## config.mk

```make
export PLATFORM = sky130hd
export DESIGN_NAME = uart_tx_arbiter_flat
export DESIGN_NICKNAME = d
export VERILOG_FILES = /design/src/rtl/uart_tx_arbiter_pkg.sv /design/src/rtl/uart_tx_arbiter_if.sv /design/src/rtl/rr_priority_pick.sv /design/src/rtl/uart_tx_arbiter.sv /design/src/flat_wrapper.sv
export SDC_FILE = /design/constraint.sdc
export NUM_CORES = 1
export LEC_CHECK = 0
export CELL_PAD_IN_SITES_DETAIL_PLACEMENT = 0
export CELL_PAD_IN_SITES_GLOBAL_PLACEMENT = 1
export CORE_ASPECT_RATIO = 1.1
export CORE_MARGIN = 3
export CORE_UTILIZATION = 27
export DETAILED_ROUTE_END_ITERATION = 8
export PLACE_DENSITY_LB_ADDON = 0.1
export SYNTH_ARGS = -nofsm -noshare
export SYNTH_HDL_FRONTEND = slang
export SYNTH_SLANG_ARGS = --single-unit
export TNS_END_PERCENT = 30
```

## constraint.sdc

```tcl
create_clock -name clk -period 2.8 [get_ports clk]
set_clock_uncertainty 0.15 [all_clocks]
set_input_delay 0.56 -clock clk [delete_from_list [all_inputs] [get_ports clk]]
set_output_delay 0.56 -clock clk [all_outputs]
set_load 0.03 [all_outputs]
```

## src/rtl/uart_tx_arbiter_pkg.sv

```systemverilog
// Shared constants and types for the UART Tx packet arbiter.
package uart_tx_arbiter_pkg;

  localparam int UART_DATA_W = 8;

  typedef enum logic [1:0] {
    ST_IDLE = 2'd0,
    ST_ARB  = 2'd1,
    ST_XFER = 2'd2
  } arb_state_e;

  // Ceiling log2, usable in parameter expressions.
  function automatic int clog2(input int value);
    int result;
    result = 0;
    while ((1 << result) < value) result++;
    return result;
  endfunction

endpackage

```

## src/rtl/uart_tx_arbiter_if.sv

```systemverilog
// Requester byte streams plus the Tx FIFO write port, as seen by the arbiter (master) and its environment (slave).
interface uart_tx_arbiter_if
  import uart_tx_arbiter_pkg::*;
#(
  parameter int NUM_REQ = 4,
  parameter int DATA_W  = UART_DATA_W
);

  logic [NUM_REQ-1:0]        req_valid;
  logic [NUM_REQ*DATA_W-1:0] req_data;
  logic [NUM_REQ-1:0]        req_last;
  logic [NUM_REQ-1:0]        req_ready;
  logic                      tx_fifo_full;
  logic                      tx_fifo_wr_en;
  logic [DATA_W-1:0]         tx_fifo_din;

  modport master (
    input  req_valid, req_data, req_last, tx_fifo_full,
    output req_ready, tx_fifo_wr_en, tx_fifo_din
  );

  modport slave (
    output req_valid, req_data, req_last, tx_fifo_full,
    input  req_ready, tx_fifo_wr_en, tx_fifo_din
  );

endinterface

```

## src/rtl/rr_priority_pick.sv

```systemverilog
// Round-robin pick: lowest set request at or above ptr_i, otherwise wrap to the lowest set request overall.
module rr_priority_pick #(
  parameter int NUM_REQ = 4,
  parameter int IDW     = 2
) (
  input  logic [NUM_REQ-1:0] req_i,
  input  logic [IDW-1:0]     ptr_i,
  output logic [NUM_REQ-1:0] gnt_o,
  output logic               valid_o
);

  logic [NUM_REQ-1:0] at_or_above_ptr;
  logic [NUM_REQ-1:0] masked_req;

  generate
    for (genvar gi = 0; gi < NUM_REQ; gi++) begin : g_mask
      assign at_or_above_ptr[gi] = (IDW'(gi) >= ptr_i);
    end
  endgenerate

  assign masked_req = req_i & at_or_above_ptr;
  assign valid_o    = |req_i;

  // x & (~x + 1) isolates the lowest set bit.
  assign gnt_o = (|masked_req) ? (masked_req & (~masked_req + NUM_REQ'(1)))
                               : (req_i & (~req_i + NUM_REQ'(1)));

endmodule

```

## src/rtl/uart_tx_arbiter.sv

```systemverilog
// Round-robin packet arbiter sharing the UART Tx FIFO write port among NUM_REQ byte streams.
// A grant is held until the grantee writes its last byte or MAX_PKT bytes, so packets never interleave.
module uart_tx_arbiter
  import uart_tx_arbiter_pkg::*;
#(
  parameter int  NUM_REQ = 4,
  parameter int  DATA_W  = UART_DATA_W,
  parameter int  MAX_PKT = 16,
  localparam int IDW     = clog2(NUM_REQ),
  localparam int CNT_W   = clog2(MAX_PKT + 1)
) (
  input  logic              clk,
  input  logic              rst_n,
  input  logic              locked_i,
  uart_tx_arbiter_if.master bus,
  output logic [IDW-1:0]    grant_id_o,
  output logic              busy_o,
  output logic              cut_pulse_o
);

  arb_state_e         state_q;
  logic [IDW-1:0]     rr_ptr_q;
  logic [IDW-1:0]     grant_q;
  logic [CNT_W-1:0]   byte_cnt_q;
  logic               busy_q;
  logic               cut_q;

  logic [NUM_REQ-1:0] pick_onehot;
  logic               pick_valid;
  logic [IDW-1:0]     pick_idx;
  logic [IDW-1:0]     next_ptr;
  logic [DATA_W-1:0]  req_byte [NUM_REQ];
  logic [NUM_REQ-1:0] ready_vec;
  logic               can_write;
  logic               wr_en;

  generate
    for (genvar gi = 0; gi < NUM_REQ; gi++) begin : g_unpack
      assign req_byte[gi] = bus.req_data[gi*DATA_W +: DATA_W];
    end
  endgenerate

  rr_priority_pick #(
    .NUM_REQ (NUM_REQ),
    .IDW     (IDW)
  ) u_pick (
    .req_i   (bus.req_valid),
    .ptr_i   (rr_ptr_q),
    .gnt_o   (pick_onehot),
    .valid_o (pick_valid)
  );

  always_comb begin
    pick_idx = '0;
    for (int i = 0; i < NUM_REQ; i++) begin
      if (pick_onehot[i]) pick_idx = IDW'(i);
    end
  end

  // A lost clock lock stalls the grantee exactly like a full FIFO.
  assign can_write = (state_q == ST_XFER) && locked_i && !bus.tx_fifo_full;
  assign wr_en     = can_write && bus.req_valid[grant_q];
  assign next_ptr  = (grant_q == IDW'(NUM_REQ - 1)) ? '0 : grant_q + 1'b1;

  always_comb begin
    ready_vec = '0;
    if (can_write) ready_vec[grant_q] = 1'b1;
  end

  assign bus.req_ready     = ready_vec;
  assign bus.tx_fifo_wr_en = wr_en;
  assign bus.tx_fifo_din   = wr_en ? req_byte[grant_q] : '0;
  assign grant_id_o        = grant_q;
  assign busy_o            = busy_q;
  assign cut_pulse_o       = cut_q;

  always_ff @(posedge clk or negedge rst_n) begin
    if (!rst_n) begin
      state_q    <= ST_IDLE;
      rr_ptr_q   <= '0;
      grant_q    <= '0;
      byte_cnt_q <= '0;
      busy_q     <= 1'b0;
      cut_q      <= 1'b0;
    end else begin
      cut_q <= 1'b0;
      case (state_q)
        ST_IDLE: begin
          if (locked_i) state_q <= ST_ARB;
        end
        ST_ARB: begin
          if (!locked_i) begin
            state_q <= ST_IDLE;
          end else if (pick_valid) begin
            grant_q    <= pick_idx;
            byte_cnt_q <= '0;
            busy_q     <= 1'b1;
            state_q    <= ST_XFER;
          end
        end
        ST_XFER: begin
          if (wr_en) begin
            byte_cnt_q <= byte_cnt_q + 1'b1;
            // req_last takes precedence over the length cut, so no cut pulse then.
            if (bus.req_last[grant_q]) begin
              rr_ptr_q <= next_ptr;
              busy_q   <= 1'b0;
              state_q  <= ST_ARB;
            end else if (byte_cnt_q == CNT_W'(MAX_PKT - 1)) begin
              rr_ptr_q <= next_ptr;
              busy_q   <= 1'b0;
              cut_q    <= 1'b1;
              state_q  <= ST_ARB;
            end
          end
        end
        default: begin
          busy_q  <= 1'b0;
          state_q <= ST_IDLE;
        end
      endcase
    end
  end

endmodule
```

## src/flat_wrapper.sv

```systemverilog
// flat-port wrapper written by rule: the top's interface ports become plain ports
module uart_tx_arbiter_flat import uart_tx_arbiter_pkg::*;
#(
  parameter int  NUM_REQ = 4,
  parameter int  DATA_W  = UART_DATA_W,
  parameter int  MAX_PKT = 16,
  localparam int IDW     = clog2(NUM_REQ),
  localparam int CNT_W   = clog2(MAX_PKT + 1)
)
  (clk, rst_n, locked_i, grant_id_o, busy_o, cut_pulse_o, bus_req_valid, bus_req_data, bus_req_last, bus_tx_fifo_full, bus_req_ready, bus_tx_fifo_wr_en, bus_tx_fifo_din);
  uart_tx_arbiter_if #(.NUM_REQ(NUM_REQ), .DATA_W(DATA_W)) bus_i ();
  input  logic clk;
  input  logic rst_n;
  input  logic locked_i;
  output logic [IDW-1:0] grant_id_o;
  output logic busy_o;
  output logic cut_pulse_o;
  input wire logic [$bits(bus_i.req_valid)-1:0] bus_req_valid;
  input wire logic [$bits(bus_i.req_data)-1:0] bus_req_data;
  input wire logic [$bits(bus_i.req_last)-1:0] bus_req_last;
  input wire logic [$bits(bus_i.tx_fifo_full)-1:0] bus_tx_fifo_full;
  output wire logic [$bits(bus_i.req_ready)-1:0] bus_req_ready;
  output wire logic [$bits(bus_i.tx_fifo_wr_en)-1:0] bus_tx_fifo_wr_en;
  output wire logic [$bits(bus_i.tx_fifo_din)-1:0] bus_tx_fifo_din;
  assign bus_i.req_valid = bus_req_valid;
  assign bus_i.req_data = bus_req_data;
  assign bus_i.req_last = bus_req_last;
  assign bus_i.tx_fifo_full = bus_tx_fifo_full;
  assign bus_req_ready = bus_i.req_ready;
  assign bus_tx_fifo_wr_en = bus_i.tx_fifo_wr_en;
  assign bus_tx_fifo_din = bus_i.tx_fifo_din;
  uart_tx_arbiter #(.NUM_REQ(NUM_REQ), .DATA_W(DATA_W), .MAX_PKT(MAX_PKT)) u_core (.clk(clk), .rst_n(rst_n), .locked_i(locked_i), .bus(bus_i), .grant_id_o(grant_id_o), .busy_o(busy_o), .cut_pulse_o(cut_pulse_o));
endmodule
```

; Yosys cells after proc, flatten, opt, wreduce, memory -nomap -nowiden
; Index checks and enable logic that the tools add are counted.
[word_totals]
register_bits = 13
in_bits = 44
word_cells = 88
[op_classes]
add_sub_neg = 4
n_lt_le_gt_ge = 7
eq_ne = 10
muxes = 39
n_bitwise = 7
n_reduce_logical = 15
[ops]
columns = op, count
row1 = $mux W8, 3
row2 = $mux W2, 11
row3 = $bmux W8 S2, 1
row4 = $mux W5, 3
row5 = $mux W1, 13
row6 = $and A4 B4 Y4, 3
row7 = $pmux W5 S2, 1
row8 = $add A4 B1 Y4 const B, 2
row9 = $mux W4, 2
row10 = $not A4 Y4, 2
row11 = $reduce_and A4 Y1, 2
row12 = $reduce_or A4 Y1, 2
row13 = $pmux W2 S3, 1
row14 = $reduce_and A3 Y1, 2
row15 = $add A5 B1 Y5 const B, 1
row16 = $eq A5 B4 Y1 const B, 1
row17 = $reduce_and A5 Y1, 1
row18 = $bmux W1 S2, 2
row19 = $eq A2 B2 Y1 const B, 2
row20 = $ge A1 B2 Y1 const A, 2
row21 = $ge A2 B2 Y1 const A, 2
row22 = $logic_and A1 B1 Y1, 4
row23 = $ne A2 B1 Y1 const B, 2
row24 = $ne A2 B2 Y1 const B, 2
row25 = 14 further kinds, 15

; Logic depth before layout (Yosys ltp)
[logic_depth]
ltp_word = 9
mapped_depth = 6
mapped_depth_nobuf = 6

; By module
; From an unflattened synthesis, not the netlist that was laid out.
[hier_totals]
hier_cells = 104
hier_area_um2 = 1129.8
[modules_own_cells]
columns = mod, n_inst, cells_each, area_per_inst_um2
row1 = uart_tx_arbiter, 1, 86, 1008.5
row2 = rr_priority_pick, 1, 18, 121.4

; Worst setup path after synthesis
; No wires, ideal clock.
[synth_path]
kind = register to output
from = register u_core.grant_q[0] (netlist: u_core.grant_id_o[0])
to = output port bus_tx_fifo_din[0]
t_arrival_ns = 1.772
t_required_ns = 2.090
setup_slack_ns = 0.318
path_stages_with_launch = 4
path_buffers = 1
cell_sequence = dfrtp_1 -> buf_2 -> mux4_2 -> and3_1
[synth_between]
elab_chain_cells = 5
word_cells_on_any_way = 8
classes_between = mux (6) / bitwise (1) / reduce/logical (1)
[synth_lines]
columns = element, line
row1 = from (decl), uart_tx_arbiter.sv:23  ; logic [IDW-1:0] grant_q;
row2 = from (signal assigned), uart_tx_arbiter.sv:95  ; grant_q <= pick_idx;
row3 = $not A2 Y3 (implied by the code), uart_tx_arbiter.sv:72  ; assign bus.tx_fifo_din = wr_en ? req_byte[grant_q] : '0;
row4 = $bmux W8 S2, uart_tx_arbiter.sv:72
row5 = $mux W8 (implied by the code) (2 in series), uart_tx_arbiter.sv:72
row6 = $mux W8 (*), uart_tx_arbiter.sv:72
row7 = to (decl), flat_wrapper.sv:24  ; output wire logic [$bits(bus_i.tx_fifo_din)-1:0] bus_tx_fifo_din;
; Mark *: on every way between the ends. The rest lies on a longest branch, timed or not. The select of a mux whose other input is x is not followed.

; Final worst setup path
[layout_path]
from = input port bus_req_valid[3]
to = output port bus_tx_fifo_din[3]
[layout_between]
elab_chain_cells = 4
[layout_lines]
columns = element, line
row1 = from (decl), flat_wrapper.sv:18  ; input wire logic [$bits(bus_i.req_valid)-1:0] bus_req_valid;
row2 = $bmux W1 S2, uart_tx_arbiter.sv:62  ; assign wr_en = can_write && bus.req_valid[grant_q];
row3 = $mux W1 (implied by the code), uart_tx_arbiter.sv:62
row4 = $logic_and A1 B1 Y1, uart_tx_arbiter.sv:62
row5 = $mux W8, uart_tx_arbiter.sv:72
; Every way passes these cells. The select of a mux whose other input is x is not followed.

==> summary.md <==
| Metric | Value |
|---|---|
| Die Y-Extent | `71.2 um` |
| Warnings from Yosys | `0` |
| Hold-fix buffers, CTS | `0` |
| Layout area overhead | `77.4%` |
| Layout fillers | `371` |
| Fin. max-slew vios | `0` |
| Min-delay worst type | `flip-flop to flip-flop` |
| Final Hold Vio Count | `0` |
| H-tree Lvls | `1` |
| Via density | `4.99` |
| Crit path DAT | `2.08 ns` |
| Fmax | `358 MHz` |
| CP Class | `primary input to output pin` |
| CTS root buf | `clkbuf_8` |
| Most frequent cells in the layout | `clkdlybuf4s50_1 (45), buf_4 (14), dfrtp_1 (13)` |
| Hold-critical path depth | `1` |
| Synth top area share | `0.312` |
| Drt pass-1 iters | `4` |
| Dpl hpwl | `2610 um` |
| R2R depth | `4` |
| Cts bufs inserted | `3` |
| WL per Instance | `16.4 um` |
| Initial DRC Count | `56` |
| Clk_lat worst skew | `0.24 ns` |
| Crit. End Element | `output pin` |
| Post-synthesis sequential area ratio | `0.312` |
| Slew @ Worst Pin | `0.644 ns` |
| Post-synthesis sequential element count | `13` |
| Largest net degree at the start of global routing | `16` |
| DRT Wirelength | `3560 um` |
| Synth cell types | `33` |
| Maximum clock insertion buffer count | `2` |
| Fin crit period | `2.79 ns` |
| Synth Instances | `94` |
| Vias | `1083` |
| Die width | `65.2 um` |
| Power Total | `1.23 mW` |
| Max VDD drop | `0.000334 V` |
| CTS sink count | `13` |
| Vias in the first global route | `1092` |
| Tot GR Track Use | `0.157` |
| Share of cells above drive strength 1 | `0.275` |
| Worst-path clk slew | `0.06 ns` |
| Drt drc | `0` |
| Overflow after GRT | `0` |
| ANT cells | `0` |
| Final setup vio count | `0` |
| Synth Net Count | `144` |
| Largest area contributor in the netlist | `dfrtp_1` |
| Power per cell area | `663 nW/um2` |
| Max cap viols | `0` |
| Most common cell after layout, fill and taps aside | `clkdlybuf4s50_1` |
| P_leak | `0.826 nW` |
| Worst Path Max Fanout | `5` |
| Rows | `23` |
| Final Wtd Congestion | `0.706` |
| Final core occ | `0.502` |
| Unrepaired setup endpoints after global routing | `yes` |
| Final ANT Viol Nets | `0` |
| Syn_area_per_cell | `11.1 um2` |
| Worst rel slew slack | `0.569` |
| # nets final | `218` |
| Core area | `3680 um2` |
| Starting Density | `0.283` |
| Initial antenna violation count | `0` |
| Tcrit/Tclk final | `0.998` |
| Synth top area cells | `dfrtp_1 (31%), mux4_2 (22%), ha_1 (7.2%), and3_1 (5.4%), mux2_4 (2.9%)` |
| IO Port Bufs | `60` |
| Synthesized area | `1040 um2` |
| Die area | `4640 um2` |
| CP startpoint kind | `primary input` |
| First-pass GRT wire length | `5620 um` |
| CTS tree | `built` |
| Outcome | `finished, final reports clean` |
| # IOs | `61` |
| Worst EP required | `2.09 ns` |
synthesized netlist by cell type (all sizes together):
| cell type | count |
|---|---|
| a31oi | 1 |
| o31ai | 2 |
| a21boi | 2 |
| a21o | 2 |
| nor2b | 1 |
| mux4 | 10 |
| a31o | 1 |
| inv | 6 |
| o21ai | 5 |
| nand3b | 1 |
| a21oi | 3 |
| mux2i | 1 |
| nor3b | 2 |
| dfrtp | 13 |
| mux2 | 3 |
| a221oi | 1 |
| nand2 | 6 |
| o211ai | 1 |
| nand3 | 4 |
| nand2b | 2 |
| and2 | 4 |
| and4bb | 1 |
| o211a | 1 |
| nor2 | 2 |
| ha | 6 |
| buf | 2 |
| o41ai | 1 |
| and3 | 9 |
| clkbuf | 1 |
registers in the layout, summed over array words and instances, names as in the netlist:
register / cells
u_core.cut_pulse_o: 1
u_core.state_q: 2
u_core.grant_id_o: 2
u_core.rr_ptr_q: 2
u_core.byte_cnt_q: 5
u_core.busy_o: 1
power by group:
group | internal (mW) | leakage [nW] | total [mW] | switching [mW]
combinational | 0.403 | 0.634 | 0.739 | 0.336
sequential | 0.247 | 0.169 | 0.318 | 0.0719
clock | 0.100 | 0.0228 | 0.168 | 0.0679
final timing paths:
| path | start | to | slack [ns] |
|---|---|---|---|
| max in group asynchronous | rst_n | u_core.grant_id_o[1] | 1.52 |
| worst min-delay path | u_core.busy_o | u_core.busy_o | 0.33 |
| worst max-delay path | bus_req_valid[3] | bus_tx_fifo_din[3] | 0.006 |
| worst min register to register | u_core.busy_o | u_core.busy_o | 0.33 |
| worst max register to register | u_core.grant_id_o[0] | u_core.rr_ptr_q[1] | 0.75 |
| min in group asynchronous | rst_n | u_core.cut_pulse_o | 0.57 |
repair_timing:
item	CTS	global route
gates resized for setup	28	6
gates cloned	1	0
endpoints found under the setup margin	9	8
buffers inserted	0	1
metal layers:
layer	GRT usage	wire (um)	vias up
li1	-	-	512
met1	0.200	1510	515
met2	0.261	1660	54
met3	0.0492	386	2
met4	0.0346	13	0
met5	0	0	-
metrics by stage:
step | instance area [um2] | setup slack (ns) | std cells | hold WS [ns] | setup TNS (ns)
4_1_cts | 1850 | -0.0342 | 216 | 0.331 | -0.101
6_report | 1850 | 0.00557 | 217 | 0.327 | 0
3_3_place_gp | 1770 | -0.307 | 211 | 0.315 | -2.69
2_1_floorplan | 1040 | 0.318 | 94 | 0.114 | 0
5_1_grt | 1850 | -0.0207 | 217 | 0.373 | -0.0307
3_5_place_dp | 1770 | -0.327 | 211 | 0.319 | -2.86
critical path: stages:
cell             delay [ns]
clkdlybuf4s50_1        0.47
mux4_2                 0.59
and3_1                 0.20
clkdlybuf4s15_2        0.27
logic make-up after synthesis:
kind of cell             synth area share
AO/OA/AOI/OAI                       0.137
adder cells (fa/ha/maj)            0.0720
buffers and inverters              0.0336
flip-flops                          0.312
multiplexers                        0.265
AND/OR/NAND/NOR                     0.180
area by class of cell:
class,count,area (um2),area share
clock buffers,4,45.0,0.0244
well taps,50,62.6,0.0338
repair buffers,71,689,0.373
flip-flops and latches,13,325,0.176
multi-input cells,73,704,0.381
inverters,6,22.5,0.0122
Power figures use the tool's default switching activity.
